File: src/rtl/audio_codec_config_sequencer.sv
// Codec configuration sequencer: streams an init table, then runtime host words,
// over a mode-0 SPI link and gates the I2S datapath once the codec is configured.
module audio_codec_config_sequencer #(
  parameter int INIT_WORDS = 8,
  parameter int SCLK_DIV   = 4,
  parameter int GAP_CYCLES = 8,
  localparam int ADDR_W    = (INIT_WORDS > 1) ? $clog2(INIT_WORDS) : 1
) (
  input  logic              serial_clk,
  input  logic              reset,
  input  logic              cfg_start,
  output logic [ADDR_W-1:0] init_addr,
  input  logic [15:0]       init_word,
  input  logic              host_req_valid,
  input  logic [15:0]       host_req_data,
  output logic              host_req_ready,
  output logic              spi_chip_select,
  output logic              spi_sclk,
  output logic              spi_mosi,
  output logic              init_done,
  output logic              stream_enable,
  output logic              busy
);

  localparam int DATA_W = 16;
  localparam int DIV_W  = (SCLK_DIV > 1) ? $clog2(SCLK_DIV) : 1;
  localparam int GAP_W  = (GAP_CYCLES > 1) ? $clog2(GAP_CYCLES) : 1;

  localparam logic [DIV_W-1:0]  DIV_LAST  = DIV_W'(SCLK_DIV - 1);
  localparam logic [GAP_W-1:0]  GAP_LAST  = GAP_W'(GAP_CYCLES - 1);
  localparam logic [ADDR_W-1:0] ADDR_LAST = ADDR_W'(INIT_WORDS - 1);
  localparam logic [3:0]        BIT_LAST  = 4'd15;

  localparam logic [2:0] S_IDLE  = 3'd0;
  localparam logic [2:0] S_LOAD  = 3'd1;
  localparam logic [2:0] S_SHIFT = 3'd2;
  localparam logic [2:0] S_GAP   = 3'd3;
  localparam logic [2:0] S_RUN   = 3'd4;

  localparam logic MODE_INIT = 1'b0;
  localparam logic MODE_HOST = 1'b1;

  logic [2:0]        state;
  logic              mode;
  logic [DIV_W-1:0]  div_cnt;
  logic [3:0]        bit_cnt;
  logic [GAP_W-1:0]  gap_cnt;
  logic              sclk_q;
  logic [DATA_W-1:0] shreg;
  logic              host_fire;
  logic              half_end;

  assign host_req_ready  = (state == S_RUN) && !cfg_start;
  assign host_fire       = host_req_valid && host_req_ready;
  assign half_end        = (state == S_SHIFT) && (div_cnt == DIV_LAST);
  assign spi_chip_select = (state != S_SHIFT);
  assign spi_sclk        = sclk_q;
  assign spi_mosi        = (state == S_SHIFT) && shreg[DATA_W-1];
  assign busy            = (state == S_LOAD) || (state == S_SHIFT) || (state == S_GAP);

  // Control path: state, handshake bookkeeping and SPI timing counters
  always_ff @(posedge serial_clk) begin
    if (reset) begin
      state         <= S_IDLE;
      mode          <= MODE_INIT;
      init_addr     <= '0;
      init_done     <= 1'b0;
      stream_enable <= 1'b0;
      div_cnt       <= '0;
      bit_cnt       <= '0;
      gap_cnt       <= '0;
      sclk_q        <= 1'b0;
    end else begin
      case (state)
        S_IDLE, S_RUN: begin
          if (cfg_start) begin
            state         <= S_LOAD;
            mode          <= MODE_INIT;
            init_addr     <= '0;
            init_done     <= 1'b0;
            stream_enable <= 1'b0;
          end else if (host_fire) begin
            state   <= S_SHIFT;
            mode    <= MODE_HOST;
            div_cnt <= '0;
            bit_cnt <= '0;
            sclk_q  <= 1'b0;
          end
        end
        S_LOAD: begin
          state   <= S_SHIFT;
          div_cnt <= '0;
          bit_cnt <= '0;
          sclk_q  <= 1'b0;
        end
        S_SHIFT: begin
          if (div_cnt == DIV_LAST) begin
            div_cnt <= '0;
            if (!sclk_q) begin
              sclk_q <= 1'b1;
            end else begin
              sclk_q <= 1'b0;
              if (bit_cnt == BIT_LAST) begin
                state   <= S_GAP;
                gap_cnt <= '0;
              end else begin
                bit_cnt <= bit_cnt + 4'd1;
              end
            end
          end else begin
            div_cnt <= div_cnt + DIV_W'(1);
          end
        end
        S_GAP: begin
          if (gap_cnt == GAP_LAST) begin
            if (mode == MODE_HOST) begin
              state <= S_RUN;
            end else if (init_addr == ADDR_LAST) begin
              state         <= S_RUN;
              init_done     <= 1'b1;
              stream_enable <= 1'b1;
            end else begin
              state     <= S_LOAD;
              init_addr <= init_addr + ADDR_W'(1);
            end
          end else begin
            gap_cnt <= gap_cnt + GAP_W'(1);
          end
        end
        default: state <= S_IDLE;
      endcase
    end
  end

  // Data path: shift register advances on each falling sclk except after the last bit
  always_ff @(posedge serial_clk) begin
    if (state == S_LOAD) begin
      shreg <= init_word;
    end else if (host_fire) begin
      shreg <= host_req_data;
    end else if (half_end && sclk_q && (bit_cnt != BIT_LAST)) begin
      shreg <= {shreg[DATA_W-2:0], 1'b0};
    end
  end

endmodule

File: config.mk
export PLATFORM = sky130hd
export DESIGN_NAME = audio_codec_config_sequencer
export DESIGN_NICKNAME = d
export VERILOG_FILES = /design/src/rtl/audio_codec_config_sequencer.sv
export SDC_FILE = /design/constraint.sdc
export NUM_CORES = 1
export LEC_CHECK = 0
export CAP_MARGIN = 20
export CORE_ASPECT_RATIO = 0.75
export CORE_UTILIZATION = 51
export CTS_BUF_LIST = sky130_fd_sc_hd__clkbuf_8
export DETAILED_ROUTE_END_ITERATION = 6
export PLACE_DENSITY = 0.81
export SETUP_SLACK_MARGIN = 0.1
export SYNTH_ARGS = -nofsm -noshare
export SYNTH_HDL_FRONTEND = slang
export SYNTH_SLANG_ARGS = --single-unit
export TNS_END_PERCENT = 5
File: constraint.sdc
create_clock -name serial_clk -period 2.46 [get_ports serial_clk]
set_input_delay 0.492 -clock serial_clk [delete_from_list [all_inputs] [get_ports serial_clk]]
set_output_delay 0.492 -clock serial_clk [all_outputs]
set_load 0.02 [all_outputs]
After elaboration in Yosys (flattened, before gate mapping)
Index checks and enable logic that the tools add are counted.

word-level totals
  register bits after elaboration = 34
  latch bits = 0
  memory bits (writable) = 0
  memory bits (read-only) = 0
  word-level logic and storage cells = 104
  memories = 0

cells by class
  add/subtract/negate cells = 4
  multiply operators = 0
  divide/modulo/power cells = 0
  magnitude comparators = 0
  eq/ne operators = 23
  shifts and indexed selects = 0
  muxes and demuxes = 44
  bitwise logic cells = 0
  reduce and logical (&&, ||, !) cells = 24

operators with widths
  operator                                                                 number
  16-bit 2-to-1 mux                                                        3
  3-bit 2-to-1 mux                                                         16
  4-bit 2-to-1 mux                                                         5
  5-bit AND reduction                                                      4
  2-bit inequality test, second input constant                             8
  3-bit one-hot mux with 2 select lines                                    2
  3-bit one-hot mux with 4 select lines                                    1
  4-bit one-hot mux with 3 select lines                                    1
  1-bit 2-to-1 mux                                                         10
  3-bit == test, second input constant                                     3
  2-bit by 1-bit inequality test with 1-bit output, second input constant  4
  3-bit by 1-bit adder with 3-bit output, second input constant            2
  3-bit by 2-bit == test with 1-bit output, second input constant          2
  1-bit logical AND                                                        6
  2-bit 2-to-1 mux                                                         3
  2-bit one-hot mux with 3 select lines                                    1
  6-bit AND reduction                                                      1
  2-bit nonzero test                                                       3
  3-bit nonzero test                                                       2
  4-bit by 1-bit adder with 4-bit output, second input constant            1
  4-bit == test, second input constant                                     1
  4-bit inequality test, second input constant                             1
  4-bit AND reduction                                                      1
  3-bit by 1-bit == test with 1-bit output, second input constant          1
  12 further kinds                                                         13

Depth between registers and ports, before layout
Gate-level depths: netlist (run 1).

  word-level depth = 7
  depth in mapped cells = 7
  mapped depth without buffers = 5

Least setup slack after synthesis (run 1)
No wires, ideal clock.

  path kind = register to register
  from = register state[0]
  to = register shreg[0], enable pin
  arrival = 1,469 ps
  required time = 2,088 ps
  slack = 619 ps
  stages on the path, launching flop included = 5
  path buffers = 1
  clock period less this slack = 1,841 ps
  cell sequence = dfxtp_1 -> buf_6 -> nor3b_4 -> nand4_2 -> nand2_1

between the ends
  longest elaborated chain between the ends = 5
  elaborated cells between the ends (all ways) = 9

RTL lines
  item                                      line  text
  start: declaration                        43    logic [2:0] state;
  start signal: assignment                  64    state <= S_IDLE;
  start signal: assignment                  77    state <= S_LOAD;
  start signal: assignment                  83    state <= S_SHIFT;
  3-bit by 2-bit == test with 1-bit output  55    assign half_end = (state == S_SHIFT) && (div_cnt == DIV_LAST);
  1-bit logical AND                         55
  1-bit logical AND (2 in a row)            141   end else if (half_end && sclk_q && (bit_cnt != BIT_LAST)) begin
  3-bit nonzero test (no source line) (*)   n/a
  end signal: assignment                    138   shreg <= init_word;
  end signal: assignment                    140   shreg <= host_req_data;
  end signal: assignment                    142   shreg <= {shreg[DATA_W-2:0], 1'b0};
  end: declaration                          49    logic [DATA_W-1:0] shreg;

Mark *: on every way between the ends. The rest lies on a longest branch, timed or not.
A chain may end at the register's enable or synchronous reset.

Final worst setup path (run 1)
  from = register state[0]
  to = output port spi_mosi

between the ends
  longest elaborated chain between the ends = 2

RTL lines
  item                                      line  text
  3-bit by 2-bit == test with 1-bit output  58    assign spi_mosi = (state == S_SHIFT) && shreg[DATA_W-1];
  1-bit logical AND                         58
  end: declaration                          19    output logic spi_mosi,

No other way between the ends.

==> run_results.csv, run 1 <==
group,metric,value,unit
sta,fmax,431.8,MHz
layout,fill_cells,246,
worst_hold_path,worst_hold_path_type,"flip-flop to flip-flop",
layout,syn2layout_area_growth,32.24,%
place,globalplace.congestion,0.8053,
critical_path,start_kind,"flip-flop",
sta,min_period_over_period,94.15,%
global_routing,grt_first_pass_wirelength,6603,µm
critical_path,criticalPathCategory,"flip-flop to output port",
synthesis,synthCells,189,
detailed_routing,firstDrtPassIters,4,
cts,cts_sinks,34,
critical_path,arrival,1.82,ns
sta,whs,0.4831,ns
layout,num-nets-final,282,
synthesis,ys_async_sr_fraction,0,%
synthesis,syn_avg_cell_area,9.857,µm²
place,hpwl,3026,µm
die,dieArea,3901,µm²
global_routing,grt_usage,22.56,%
layout,seq_area,840.8,µm²
die,chipHeight,54.35,µm
cts,cts_buffer_depth,2,
job,drv_cap,0,
sta,min_period,2.316,ns
sta,grt_setup_unrepaired,"yes",
layout,drive_gt1_share,10.79,%
critical_path,cp-end-kind,"output port",
detailed_routing,viasPerCell,5.772,
place,place_area,2380,µm²
power_and_ir_drop,vdd_drop_max,0.3606,mV
synthesis,synth_area,1863,µm²
detailed_routing,drt-total-wl,4169,µm
sta,fin_tns_setup,0,ns
sta,maxSlewHeadroom,68.06,%
detailed_routing,drtIter0Drc,100,
cts,htree_levels,2,
sta,setup_viol,0,
sta,clock_skew,0.002580,ns
cts,cts_inserted_buffers,5,
sta,slew_violations,0,
global_routing,antenna_found_initial,0,
critical_path,required,1.97,ns
synthesis,synth.distinct_cells,46,
cts,cts_tree,"built",
power_and_ir_drop,p_leak,0.8583,nW
layout,multi_input_area,933.4,µm²
sta,tightest_slew,0.4785,ns
die,core,3378,µm²
cts,ctsHoldBuffers,0,
detailed_routing,drc_errors,0,
synthesis,synth_flop_cell,"dfxtp_1",
die,start_util,55.15,%
layout,design_area,2464,µm²
synthesis,ys_seq_area_share,45.13,%
layout,final_common_cell,"clkdlybuf4s50_1",
die,rows,18,
sta,finalHoldViolations,0,
die,die_w,71.79,µm
synthesis,synth_edf_count,16,
global_routing,gr-total-overflow,0,
place,portBuffers,45,
layout,n_antenna_cell,0,
outcome,outcome,"finished clean",
synthesis,synth_nets,231,
global_routing,grt_max_degree,32,
cts,cts_root_buf,"clkbuf_8",
synthesis,yosys_warnings,0,
cts,clk_pin_slew,0.07,ns
layout,final_cell_mix,"clkdlybuf4s50_1, nand2_1, o21ai_1, dfxtp_1, edfxtp_1",
detailed_routing,num_vias,1622,
synthesis,synth-seq-cells,34,
power_and_ir_drop,power.density,591.2,nW/µm²
die,ios,46,
detailed_routing,wl_per_cell,14.84,µm
cts,clock_insertion_delay_worst_skew,0.28,ns
detailed_routing,antenna_left,0,
global_routing,grt_pass1_vias,1536,
critical_path,path_max_fanout,12,
[flip-flops by register name, indices dropped and copies added (netlist names)]
name / flops
stream_enable: 1
div_cnt: 2
shreg: 16
mode: 1
init_addr: 3
bit_cnt: 4
state: 3
gap_cnt: 3
spi_sclk: 1
[cell type report]
type / instances / area share, %
timing repair buffer: 55 / 21.94
tap: 40 / 2.031
multi-input combinational: 140 / 37.89
inverter: 4 / 0.7110
clock inverter: 3 / 0.5079
sequential: 34 / 34.13
clock buffer: 5 / 2.793
[report_power, final]
group | switching, W | internal (W) | total, W
Clock | 0.000194 | 0.000190 | 0.000384
Sequential | 0.0000292 | 0.000662 | 0.000691
Combinational | 0.000200 | 0.000181 | 0.000381
[cell families after synthesis]
logic type,share of synthesized area [%]
and+or+nand+nor,19.61
AOI/OAI and AO/OA,17.33
DFF,45.13
muxes,8.865
buffers and inverters,5.036
adders and majority gates,4.029
[worst paths after layout]
check	from	end	slack, ns	depth (start not counted)
setup / recovery	state[0]	spi_mosi	0.14	3
hold / removal	div_cnt[1]	div_cnt[1]	0.48	2
setup reg to reg	state[0]	shreg[8]	0.62	5
hold reg to reg	div_cnt[1]	div_cnt[1]	0.48	2
[timing repair]
action,4_1_cts,5_1_grt
setup buffers,0,0
resized for setup,0,1
endpoints found under the setup margin,0,2
[cells in the mapped netlist (all sizes together) (2+ instances only)]
master,instances,area [µm²]
o21ai,24,120.1
nand2,22,82.58
dfxtp,18,360.4
edfxtp,16,480.5
mux2i,15,150.1
a21oi,13,65.06
nor2,10,37.54
buf,6,57.54
ha,6,75.07
a31oi,5,31.28
clkbuf,5,18.77
nand3,5,25.02
and2,4,25.02
inv,4,17.52
nor3,4,31.28
nand2b,3,18.77
nand4,3,25.02
nor3b,3,33.78
a211oi,2,20.02
nand4b,2,17.52
nor2b,2,12.51
o31ai,2,15.01
[through the flow]
stage | utilization (%) | worst slack [ns] | power [W] | std cells
finish | 72.93 | 0.1440 | 0.001456 | 281
global route | 72.93 | 0.08327 | 0.001528 | 281
CTS | 72.85 | 0.1001 | 0.001466 | 281
detailed placement | 70.44 | 0.1028 | 0.001082 | 273
global placement | 70.44 | 0.1051 | 0.001065 | 273
floorplan | - | 0.6189 | 0.0009311 | 189
[routing by layer]
layer | wire length [µm] | vias to the layer above | global-route usage [%]
li1 | - | 798 | -
met1 | 1904 | 773 | 27.05
met2 | 2032 | 45 | 38.99
met3 | 179 | 6 | 5.709
met4 | 53 | 0 | 10.78
met5 | 0 | - | 0
[worst max-delay path: stages (launching register included)]
cell	delay, ns
dfxtp_1	0.46
nor3b_4	0.31
and2_1	0.16
clkdlybuf4s50_1	0.61
(Power assumes the default switching activity.)
==> run 2: changes to the inputs <==
--- a/config.mk
+++ b/config.mk
@@ -10,7 +10,7 @@
 export CORE_UTILIZATION = 51
 export CTS_BUF_LIST = sky130_fd_sc_hd__clkbuf_8
 export DETAILED_ROUTE_END_ITERATION = 6
-export PLACE_DENSITY = 0.81
+export PLACE_DENSITY = 0.84
 export SETUP_SLACK_MARGIN = 0.1
 export SYNTH_ARGS = -nofsm -noshare
 export SYNTH_HDL_FRONTEND = slang
==> constraint.sdc (replaced) <==
create_clock -name serial_clk -period 2.46 [get_ports serial_clk]
set_input_delay 0.492 -clock serial_clk [delete_from_list [all_inputs] [get_ports serial_clk]]
set_output_delay 0.492 -clock serial_clk [all_outputs]
set_load 0.05 [all_outputs]
==> run 2 against run 1 <==
Global-route usage down 1.3 points. Critical path depth unchanged. Fmax up 1.1%. Clock power down 1%. Critical endpoint unchanged. Largest power group unchanged.
==> run_results.csv, run 2 (synthesis results as in run 1) <==
group,metric,value,unit
cts,cts_inserted_buffers,5,
detailed_routing,num_vias,1548,
cts,cts_tree,"built",
detailed_routing,wl_per_cell,13.92,µm
layout,fill_cells,260,
cts,clock_insertion_delay_worst_skew,0.29,ns
layout,top_regs,"shreg: 16 flops, bit_cnt: 4 flops",
critical_path,required,1.97,ns
place,globalplace.congestion,0.7690,
layout,n_antenna_cell,0,
die,chipHeight,54.35,µm
layout,drive_gt1_share,10.13,%
die,ios,46,
job,drv_cap,0,
global_routing,grt_max_degree,32,
sta,fmax,436.4,MHz
layout,largest_reg_flops,16,
worst_hold_path,worst_hold_startpoint,"stream_enable",
die,core,3378,µm²
critical_path,path_max_fanout,11,
critical_path,r2r.worst_path.cells,4,
critical_path,start_kind,"flip-flop",
layout,syn2layout_area_growth,31.50,%
power_and_ir_drop,vdd_drop_max,0.3686,mV
cts,clk_pin_slew,0.06,ns
cts,post_cts_buffers,0,
worst_hold_path,hold_depth,2,
critical_path,reg2reg_slack,0.36,ns
die,die_w,71.79,µm
critical_path,regToRegStartpoint,"state[1]",
cts,cts_resized,0,
detailed_routing,drc_errors,0,
outcome,outcome,"finished clean",
sta,maxSlewHeadroom,66.91,%
critical_path,arrival,1.80,ns
sta,fin_tns_setup,0,ns
power_and_ir_drop,p_int,0.001025,W
global_routing,grt_usage,21.30,%
global_routing,gr-total-overflow,0,
critical_path,r2r_end,"shreg[1]",
global_routing,grt_pass1_vias,1325,
power_and_ir_drop,power.total,0.001469,W
power_and_ir_drop,comb_power_share,26.7,%
layout,final_common_cell,"clkdlybuf4s50_1",
power_and_ir_drop,p_leak,0.8456,nW
die,rows,18,
layout,multi_input_area,933.4,µm²
sta,min_period_over_period,93.14,%
sta,finalHoldViolations,0,
worst_hold_path,worst_hold_path_type,"flip-flop to flip-flop",
critical_path,criticalPathCategory,"flip-flop to output port",
power_and_ir_drop,clkPwrFrac,25.9,%
place,hpwl,2844,µm
cts,cts_root_buf,"clkbuf_8",
die,start_util,55.15,%
power_and_ir_drop,pwr-share-seq,47.4,%
detailed_routing,antenna_left,0,
power_and_ir_drop,power.density,599.5,nW/µm²
power_and_ir_drop,switchingPower,0.0004441,W
die,dieArea,3901,µm²
cts,cts_buffer_depth,2,
sta,min_period,2.291,ns
sta,grt_setup_unrepaired,"yes",
global_routing,grt_first_pass_wirelength,6058,µm
sta,tightest_slew,0.4955,ns
detailed_routing,firstDrtPassIters,4,
cts,htree_levels,2,
cts,cts_sinks,34,
detailed_routing,drt-total-wl,3856,µm
layout,regMostFlops,"shreg",
sta,slew_violations,0,
layout,num-nets-final,278,
cts,ctsHoldBuffers,0,
global_routing,antenna_found_initial,0,
detailed_routing,viasPerCell,5.588,
detailed_routing,drtIter0Drc,166,
layout,seq_area,840.8,µm²
sta,setup_viol,0,
worst_hold_path,min_to,"stream_enable",
place,portBuffers,45,
sta,clock_skew,0.004994,ns
power_and_ir_drop,swShare,30.23,%
layout,final_cell_mix,"clkdlybuf4s50_1, nand2_1, o21ai_1, dfxtp_1, edfxtp_1",
critical_path,cp-end-kind,"output port",
## run 2: how the worst max path moves through the flow
stage | from | end | slack [ns] | depth (start not counted)
finish | state[1] | spi_mosi | 0.17 | 3
global route | state[1] | spi_mosi | 0.07 | 3
CTS | state[1] | busy | 0.11 | 3
detailed placement | cfg_start | shreg[14] | 0.18 | 6
global placement | cfg_start | shreg[14] | 0.25 | 6
floorplan | state[0] | shreg[0] | 0.60 | 4
## run 2: layer usage
metal	up-vias	global-route usage, %	share of wire [%]
li1	795	-	-
met1	709	28.74	47
met2	37	31.60	46
met3	7	7.366	4.8
met4	0	8.497	1.5
met5	-	0	0
## run 2: layout make-up
| class | instances | share of cell area [%] |
|---|---|---|
| timing repair buffer | 51 | 21.55 |
| sequential | 34 | 34.32 |
| clock buffer | 5 | 2.809 |
| multi-input combinational | 140 | 38.10 |
| inverter | 4 | 0.7150 |
| clock inverter | 3 | 0.4597 |
| tap | 40 | 2.043 |
## run 2: through the flow
stage / instances / utilization (%) / hold WS [ns] / setup slack (ns) / area [µm²]
final: 277 / 72.52 / 0.4724 / 0.1688 / 2450
after global routing: 277 / 72.52 / 0.4950 / 0.06682 / 2450
after CTS: 277 / 72.44 / 0.4772 / 0.1092 / 2447
after detailed placement: 269 / 70.07 / 0.4673 / 0.1793 / 2367
after global placement: 269 / 70.07 / 0.4568 / 0.2458 / 2367
after floorplan: 189 / - / 0.4516 / 0.5975 / 1863
## run 2: power groups by stage
stage / Combinational (W) / Sequential [W] / Clock (W)
after detailed placement: 0.000394 / 0.000708 / 0
after global placement: 0.000382 / 0.000705 / 0
after CTS: 0.000394 / 0.000696 / 0.000386
final: 0.000392 / 0.000697 / 0.000380
after global routing: 0.000426 / 0.000702 / 0.000416
after floorplan: 0.000269 / 0.000689 / 0
## run 2: critical path, cell delays in order (launching register included)
cell	delay, ns
dfxtp_1	0.58
nor3b_4	0.53
and2_1	0.25
buf_12	0.14
